`src/rtl/frame_sequencer_pkg.sv`:
```
// Shared MFCC framing types: sequencer states, frame configuration record and
// the legality rule applied to a configuration at the enable edge.
package frame_sequencer_pkg;

    localparam int DEF_DATA_W    = 16;
    localparam int DEF_ADDR_W    = 9;
    localparam int DEF_MAX_FRAME = 256;
    localparam int CFG_W         = 9;
    localparam int IDX_W         = 8;

    typedef enum logic [1:0] {
        ST_IDLE = 2'd0,
        ST_FILL = 2'd1,
        ST_EMIT = 2'd2
    } seq_state_t;

    typedef struct packed {
        logic [CFG_W-1:0] frame_len;
        logic [CFG_W-1:0] hop;
    } frame_cfg_t;

    function automatic logic cfg_legal(input frame_cfg_t cfg, input int max_len);
        return (cfg.frame_len >= CFG_W'(2)) && (cfg.frame_len <= CFG_W'(max_len)) &&
               (cfg.hop >= CFG_W'(1)) && (cfg.hop <= cfg.frame_len);
    endfunction

endpackage

```
`src/rtl/frame_ring_ptr.sv`:
```
// Write/frame pointers of the circular sample RAM; occupancy gates s_ready so
// the frame still being replayed can never be overwritten.
module frame_ring_ptr
    import frame_sequencer_pkg::*;
#(
    parameter int ADDR_W = DEF_ADDR_W
) (
    input  logic              clk,
    input  logic              rst_n,
    input  logic              run,
    input  logic              s_valid,
    input  logic              advance,
    input  logic [CFG_W-1:0]  hop,
    output logic              s_ready,
    output logic              buf_we,
    output logic [ADDR_W-1:0] buf_waddr,
    output logic [ADDR_W-1:0] rd_base,
    output logic [ADDR_W:0]   occ
);

    logic [ADDR_W:0] wptr_q, wptr_d;
    logic [ADDR_W:0] fptr_q, fptr_d;

    // Extra pointer bit distinguishes full (occ == DEPTH) from empty.
    assign occ       = wptr_q - fptr_q;
    assign s_ready   = run && !occ[ADDR_W];
    assign buf_we    = s_valid && s_ready;
    assign buf_waddr = wptr_q[ADDR_W-1:0];
    assign rd_base   = fptr_q[ADDR_W-1:0];

    always_comb begin
        wptr_d = wptr_q;
        fptr_d = fptr_q;
        if (!run) begin
            wptr_d = '0;
            fptr_d = '0;
        end else begin
            if (buf_we) begin
                wptr_d = wptr_q + (ADDR_W+1)'(1);
            end
            if (advance) begin
                fptr_d = fptr_q + (ADDR_W+1)'(hop);
            end
        end
    end

    always_ff @(posedge clk or negedge rst_n) begin
        if (!rst_n) begin
            wptr_q <= '0;
            fptr_q <= '0;
        end else begin
            wptr_q <= wptr_d;
            fptr_q <= fptr_d;
        end
    end

endmodule

```
`src/rtl/frame_sequencer.sv`:
```
// MFCC framing sequencer: buffers samples in an external ring RAM and replays
// each complete frame as a ready/valid stream tagged with its in-frame index.
module frame_sequencer
    import frame_sequencer_pkg::*;
#(
    parameter int DATA_W    = DEF_DATA_W,
    parameter int ADDR_W    = DEF_ADDR_W,
    parameter int MAX_FRAME = DEF_MAX_FRAME
) (
    input  logic              clk,
    input  logic              rst_n,
    input  logic              enable,
    input  logic [CFG_W-1:0]  cfg_frame_len,
    input  logic [CFG_W-1:0]  cfg_hop,
    input  logic              s_valid,
    input  logic [DATA_W-1:0] s_data,
    output logic              s_ready,
    output logic              buf_we,
    output logic [ADDR_W-1:0] buf_waddr,
    output logic [DATA_W-1:0] buf_wdata,
    output logic              buf_re,
    output logic [ADDR_W-1:0] buf_raddr,
    input  logic [DATA_W-1:0] buf_rdata,
    output logic              m_valid,
    output logic [DATA_W-1:0] m_data,
    output logic [IDX_W-1:0]  m_idx,
    output logic              m_first,
    output logic              m_last,
    input  logic              m_ready,
    output logic [15:0]       frame_cnt,
    output logic              cfg_err
);

    seq_state_t        state_q, state_d;
    frame_cfg_t        cfg_q, cfg_d;
    frame_cfg_t        cfg_in;
    logic              enable_q, enable_d;
    logic [CFG_W-1:0]  rd_idx_q, rd_idx_d;
    logic              m_valid_q, m_valid_d;
    logic [IDX_W-1:0]  m_idx_q, m_idx_d;
    logic              m_first_q, m_first_d;
    logic              m_last_q, m_last_d;
    logic [15:0]       frame_cnt_q, frame_cnt_d;
    logic              cfg_err_q, cfg_err_d;

    logic              run;
    logic              issue;
    logic              advance;
    logic [ADDR_W-1:0] rd_base;
    logic [ADDR_W:0]   occ;

    assign cfg_in  = '{frame_len: cfg_frame_len, hop: cfg_hop};
    assign run     = (state_q != ST_IDLE);
    // A read is issued only when the output register is free or draining this cycle.
    assign issue   = (state_q == ST_EMIT) && (rd_idx_q < cfg_q.frame_len) && (!m_valid_q || m_ready);
    assign advance = m_valid_q && m_ready && m_last_q;

    frame_ring_ptr #(
        .ADDR_W (ADDR_W)
    ) u_ring (
        .clk       (clk),
        .rst_n     (rst_n),
        .run       (run),
        .s_valid   (s_valid),
        .advance   (advance),
        .hop       (cfg_q.hop),
        .s_ready   (s_ready),
        .buf_we    (buf_we),
        .buf_waddr (buf_waddr),
        .rd_base   (rd_base),
        .occ       (occ)
    );

    assign buf_wdata = s_data;
    assign buf_re    = issue;
    assign buf_raddr = rd_base + ADDR_W'(rd_idx_q);
    assign m_valid   = m_valid_q;
    assign m_data    = m_valid_q ? buf_rdata : '0;
    assign m_idx     = m_idx_q;
    assign m_first   = m_first_q;
    assign m_last    = m_last_q;
    assign frame_cnt = frame_cnt_q;
    assign cfg_err   = cfg_err_q;

    always_comb begin
        state_d     = state_q;
        cfg_d       = cfg_q;
        enable_d    = enable;
        rd_idx_d    = rd_idx_q;
        m_valid_d   = m_valid_q;
        m_idx_d     = m_idx_q;
        m_first_d   = m_first_q;
        m_last_d    = m_last_q;
        frame_cnt_d = frame_cnt_q;
        cfg_err_d   = 1'b0;

        if (issue) begin
            m_valid_d = 1'b1;
            m_idx_d   = rd_idx_q[IDX_W-1:0];
            m_first_d = (rd_idx_q == '0);
            m_last_d  = (rd_idx_q == cfg_q.frame_len - CFG_W'(1));
            rd_idx_d  = rd_idx_q + CFG_W'(1);
        end else if (m_valid_q && m_ready) begin
            m_valid_d = 1'b0;
        end

        case (state_q)
            ST_IDLE: begin
                if (enable && !enable_q) begin
                    if (cfg_legal(cfg_in, MAX_FRAME)) begin
                        cfg_d   = cfg_in;
                        state_d = ST_FILL;
                    end else begin
                        cfg_err_d = 1'b1;
                    end
                end
            end
            ST_FILL: begin
                if (!enable) begin
                    state_d = ST_IDLE;
                end else if (occ >= (ADDR_W+1)'(cfg_q.frame_len)) begin
                    state_d  = ST_EMIT;
                    rd_idx_d = '0;
                end
            end
            ST_EMIT: begin
                if (advance) begin
                    frame_cnt_d = frame_cnt_q + 16'd1;
                    rd_idx_d    = '0;
                    state_d     = enable ? ST_FILL : ST_IDLE;
                end
            end
            default: state_d = ST_IDLE;
        endcase
    end

    always_ff @(posedge clk or negedge rst_n) begin
        if (!rst_n) begin
            state_q     <= ST_IDLE;
            cfg_q       <= '0;
            enable_q    <= 1'b0;
            rd_idx_q    <= '0;
            m_valid_q   <= 1'b0;
            m_idx_q     <= '0;
            m_first_q   <= 1'b0;
            m_last_q    <= 1'b0;
            frame_cnt_q <= '0;
            cfg_err_q   <= 1'b0;
        end else begin
            state_q     <= state_d;
            cfg_q       <= cfg_d;
            enable_q    <= enable_d;
            rd_idx_q    <= rd_idx_d;
            m_valid_q   <= m_valid_d;
            m_idx_q     <= m_idx_d;
            m_first_q   <= m_first_d;
            m_last_q    <= m_last_d;
            frame_cnt_q <= frame_cnt_d;
            cfg_err_q   <= cfg_err_d;
        end
    end

endmodule

```
`config.mk`:
```
export PLATFORM = sky130hd
export DESIGN_NAME = frame_sequencer
export DESIGN_NICKNAME = d
export VERILOG_FILES = /design/src/rtl/frame_sequencer_pkg.sv /design/src/rtl/frame_ring_ptr.sv /design/src/rtl/frame_sequencer.sv
export SDC_FILE = /design/constraint.sdc
export NUM_CORES = 1
export LEC_CHECK = 0
export ABC_CLOCK_PERIOD_IN_PS = 8800
export BUFFER_PORTS_ARGS = -buffer_cell sky130_fd_sc_hd__buf_2
export CORE_ASPECT_RATIO = 1.25
export CORE_UTILIZATION = 59
export CTS_CLUSTER_SIZE = 20
export DETAILED_ROUTE_END_ITERATION = 16
export HOLD_SLACK_MARGIN = 0.06
export MAX_ROUTING_LAYER = met4
export PLACE_DENSITY = 0.87
export REMOVE_ABC_BUFFERS = 1
export SLEW_MARGIN = 20
export SYNTH_ARGS = -nofsm -noshare
export SYNTH_HDL_FRONTEND = slang
export SYNTH_SLANG_ARGS = --single-unit
```
`constraint.sdc`:
```
create_clock -name clk -period 8.8 [get_ports clk]
set_input_delay 0.88 -clock clk [delete_from_list [all_inputs] [get_ports clk]]
set_output_delay 0.88 -clock clk [all_outputs]
set_load 0.02 [all_outputs]
```
==> metrics.csv <==
stage;metric;value;unit
clocking;Reg clk slew, reported paths;0.07;ns
routing;First-pass DRT Iterations;5;
critical_path;CP Capture Type;output port;
place;Place WS;5.309;ns
synthesis;most common cell in the synthesized netlist;dfrtp_1;
critical_path;crit path DAT;2.79;ns
sta;final hold vios;0;
sta;Max Slew Vio Count;0;
sta;final worst slack;5.128;ns
floorplan;cell row count;39;
synthesis;Post-synth top flop;dfrtp_1;
clocking;clock buffer depth;2;
critical_path;Reg2Reg Setup Slack;5.27;ns
sta;Layout Skew;0.008984;ns
routing;WL/cell;17.29;um
power_and_ir_drop;power density over the cells;222.0;nW/um2
global_route;first-pass GRT wire length;22.18;mm
synthesis;Compound-Gate Fraction of Synth Area;10.30;%
routing;remaining antenna violation count;0;
min_path;Worst Hold Class;flop to flop;
floorplan;Die Ht;110.8;um
routing;initial drt markers;240;
sta;Slew Limit Headroom;34.54;%
synthesis;unique cell type count in the Yosys netlist;46;
synthesis;Post-Syn Area;5588;um2
synthesis;most frequent cells after synthesis;78 x dfrtp_1, 62 x ha_1, 46 x inv_1, 46 x nand2_1, 40 x nor2_1;
sta;Total Neg Setup Slack;0;ns
synthesis;gate count after technology mapping;597;
synthesis;area share of fa/ha/maj cells after synthesis;14.96;%
power_and_ir_drop;Overall Power;1.399;mW
synthesis;Mean Syn Cell Area;9.360;um2
critical_path;type of origin of the critical path;flop;
global_route;grt ovf;0;
clocking;Root Buffer;clkbuf_16;
synthesis;Ys Warns;0;
sta;RSZ-0062 raised after global routing;false;
cells_and_area;Layout Nets;792;
synthesis;Simple-Gate Fraction of Synth Area;16.03;%
global_route;GRT Total Usage;30.54;%
synthesis;biggest area consumer among synthesized cells;dfrtp_1;
cells_and_area;area delta synth->final;12.79;%
global_route;initial antenna violation count;0;
synthesis;Seq/Total Area, Yosys;34.93;%
routing;via count;4694;
cells_and_area;layout cells sized above 1;20.68;%
clocking;CTS tree;done;
routing;drt total wl;13.84;mm
critical_path;CP required;7.92;ns
synthesis;largest family of logic cells by synthesized area;simple AND/OR/NAND/NOR gates;
critical_path;crit path kind;flop to output port;
floorplan;Chip Width;89.05;um
global_route;largest net degree at the start of global routing;79;
run_status;status;finished, final reports clean;
cells_and_area;diode count;0;
floorplan;core area;9174;um2
floorplan;Initial Util;60.91;%
power_and_ir_drop;static leakage;3.294;nW
critical_path;crit path max fanout;10;
clocking;Post-CTS Repair Setup Buffers;0;
synthesis;flop and latch count out of synthesis;78;
clocking;Sink Count;78;
routing;DRC errors left;0;
synthesis;main area contributors after synthesis;dfrtp_1 35%, ha_1 14%, xnor2_1 5.0%;
synthesis;asr flop ratio synth;100.0;%
clocking;number of gates resized after CTS;0;
sta;final number of setup-violating endpoints;0;
place;# port buffers;103;
floorplan;# IOs;136;
sta;actual slew at the worst max-slew pin;0.9820;ns
floorplan;die area;9867;um2
clocking;cts-stage hold buffer count;0;
sta;hold slack;0.4657;ns
synthesis;post-synthesis mux area share;6.202;%
place;Placement Cell Area;6015;um2
synthesis;post-synth top area share;34.93;%
sta;Max Fclk;0.2723;GHz
job;MaxCap Viol Count;0;
place;GP Congestion;0.9090;
power_and_ir_drop;Max IR drop VDD;0.1195;mV
clocking;worst skew pair latency;0.35;ns
synthesis;Post-synth EDFFs;0;
clocking;H-tree depth;3;
global_route;vias in the first global route;4720;
cells_and_area;fin area;6302;um2
clocking;CTS buffer count;9;
sta;fin crit period;3.672;ns
place;detailed placer's ending HPWL;10.27;mm
synthesis;Synth Area in XOR/XNOR;9.875;%
routing;vias per cell;5.868;
sta;final worst-path cycle share;41.73;%
## area by class of cell
class,count,area (um2)
Multi-Input combinational cell,433,3211
Fill cell,712,2872
Sequential cell,78,1952
Clock inverter,7,62.56
Timing Repair Buffer,104,525.5
Clock buffer,9,225.2
Tap cell,123,153.9
Inverter,46,172.7
## cells by family (layout without fill, tap and decap cells)
family,after synthesis,count (layout)
AOI/OAI and AO/OA,94,94
buffers and inverters,86,166
adders and majority gates,65,65
and+or+nand+nor,179,179
DFF,78,78
muxes,32,32
xor gates and xnor gates,63,63
## metrics by stage
stage	util, %	cells
2_1_floorplan	-	557
3_3_place_gp	65.56	784
3_5_place_dp	65.56	784
4_1_cts	68.70	800
5_1_grt	68.70	800
6_report	68.70	800
## worst paths after layout
kind | startpoint | end | cells past startpoint
setup / recovery | u_ring.fptr_q[1] | buf_we | 10
hold / removal | frame_cnt[15] | frame_cnt[15] | 1
setup reg to reg | u_ring.wptr_q[0] | rd_idx_q[6] | 18
hold reg to reg | frame_cnt[15] | frame_cnt[15] | 1
max in group asynchronous | rst_n | u_ring.fptr_q[6] | 1
min in group asynchronous | rst_n | cfg_q[10] | 1
## per-layer routing
metal / routed length [um] / global-route usage (%) / vias to the layer above
met5: 0 / - / -
met4: 556 / 15.34 / 0
met3: 861 / 7.520 / 45
met2: 7091 / 50.62 / 228
met1: 5326 / 33.53 / 2233
li1: - / - / 2188
## sequential cells by signal, indices dropped and copies added, names as in the netlist
| signal | cells |
|---|---|
| cfg_q | 18 |
| frame_cnt | 16 |
| u_ring.fptr_q | 10 |
| u_ring.wptr_q | 10 |
| rd_idx_q | 9 |
| m_idx | 8 |
| state_q | 2 |
| cfg_err | 1 |
| enable_q | 1 |
| m_first | 1 |
| m_last | 1 |
| m_valid | 1 |
## power breakdown
group          internal, mW  switching [mW]  total [mW]
Combinational         0.216           0.331       0.547
Clock                 0.197           0.166       0.363
Sequential            0.417          0.0721       0.490
Total                 0.830           0.569        1.40
## critical path: stages, from the launching register on
cell and delay (ns):
dfrtp_1 0.48, inv_1 0.12, ha_1 0.28, nand2b_1 0.12, a21oi_2 0.08, o21ai_2 0.15
a21oi_2 0.09, or3_1 0.53, nand3_1 0.32, nor2_1 0.07, buf_2 0.20
## placed cells by master (no fill, tap or decap), drive strengths merged, types with 3 or more instances in the layout
cell type | Yosys | routed
xnor2 | 32 | 32
nor3 | 4 | 4
buf | 29 | 104
inv | 46 | 50
fa | 3 | 3
or3 | 3 | 3
nand2 | 46 | 46
a21o | 9 | 9
a211oi | 3 | 3
mux2 | 21 | 21
nor2b | 7 | 7
nor2 | 41 | 41
nand3 | 15 | 15
clkbuf | 11 | 9
and3 | 14 | 14
nand2b | 3 | 3
and2 | 17 | 17
o21bai | 4 | 4
nand4 | 19 | 19
xor2 | 31 | 31
ha | 62 | 62
mux2i | 11 | 11
nor4 | 6 | 6
dfrtp | 78 | 78
o21a | 3 | 3
o21ai | 25 | 25
a21oi | 38 | 38
No activity file was read; power rests on OpenSTA's default activity.
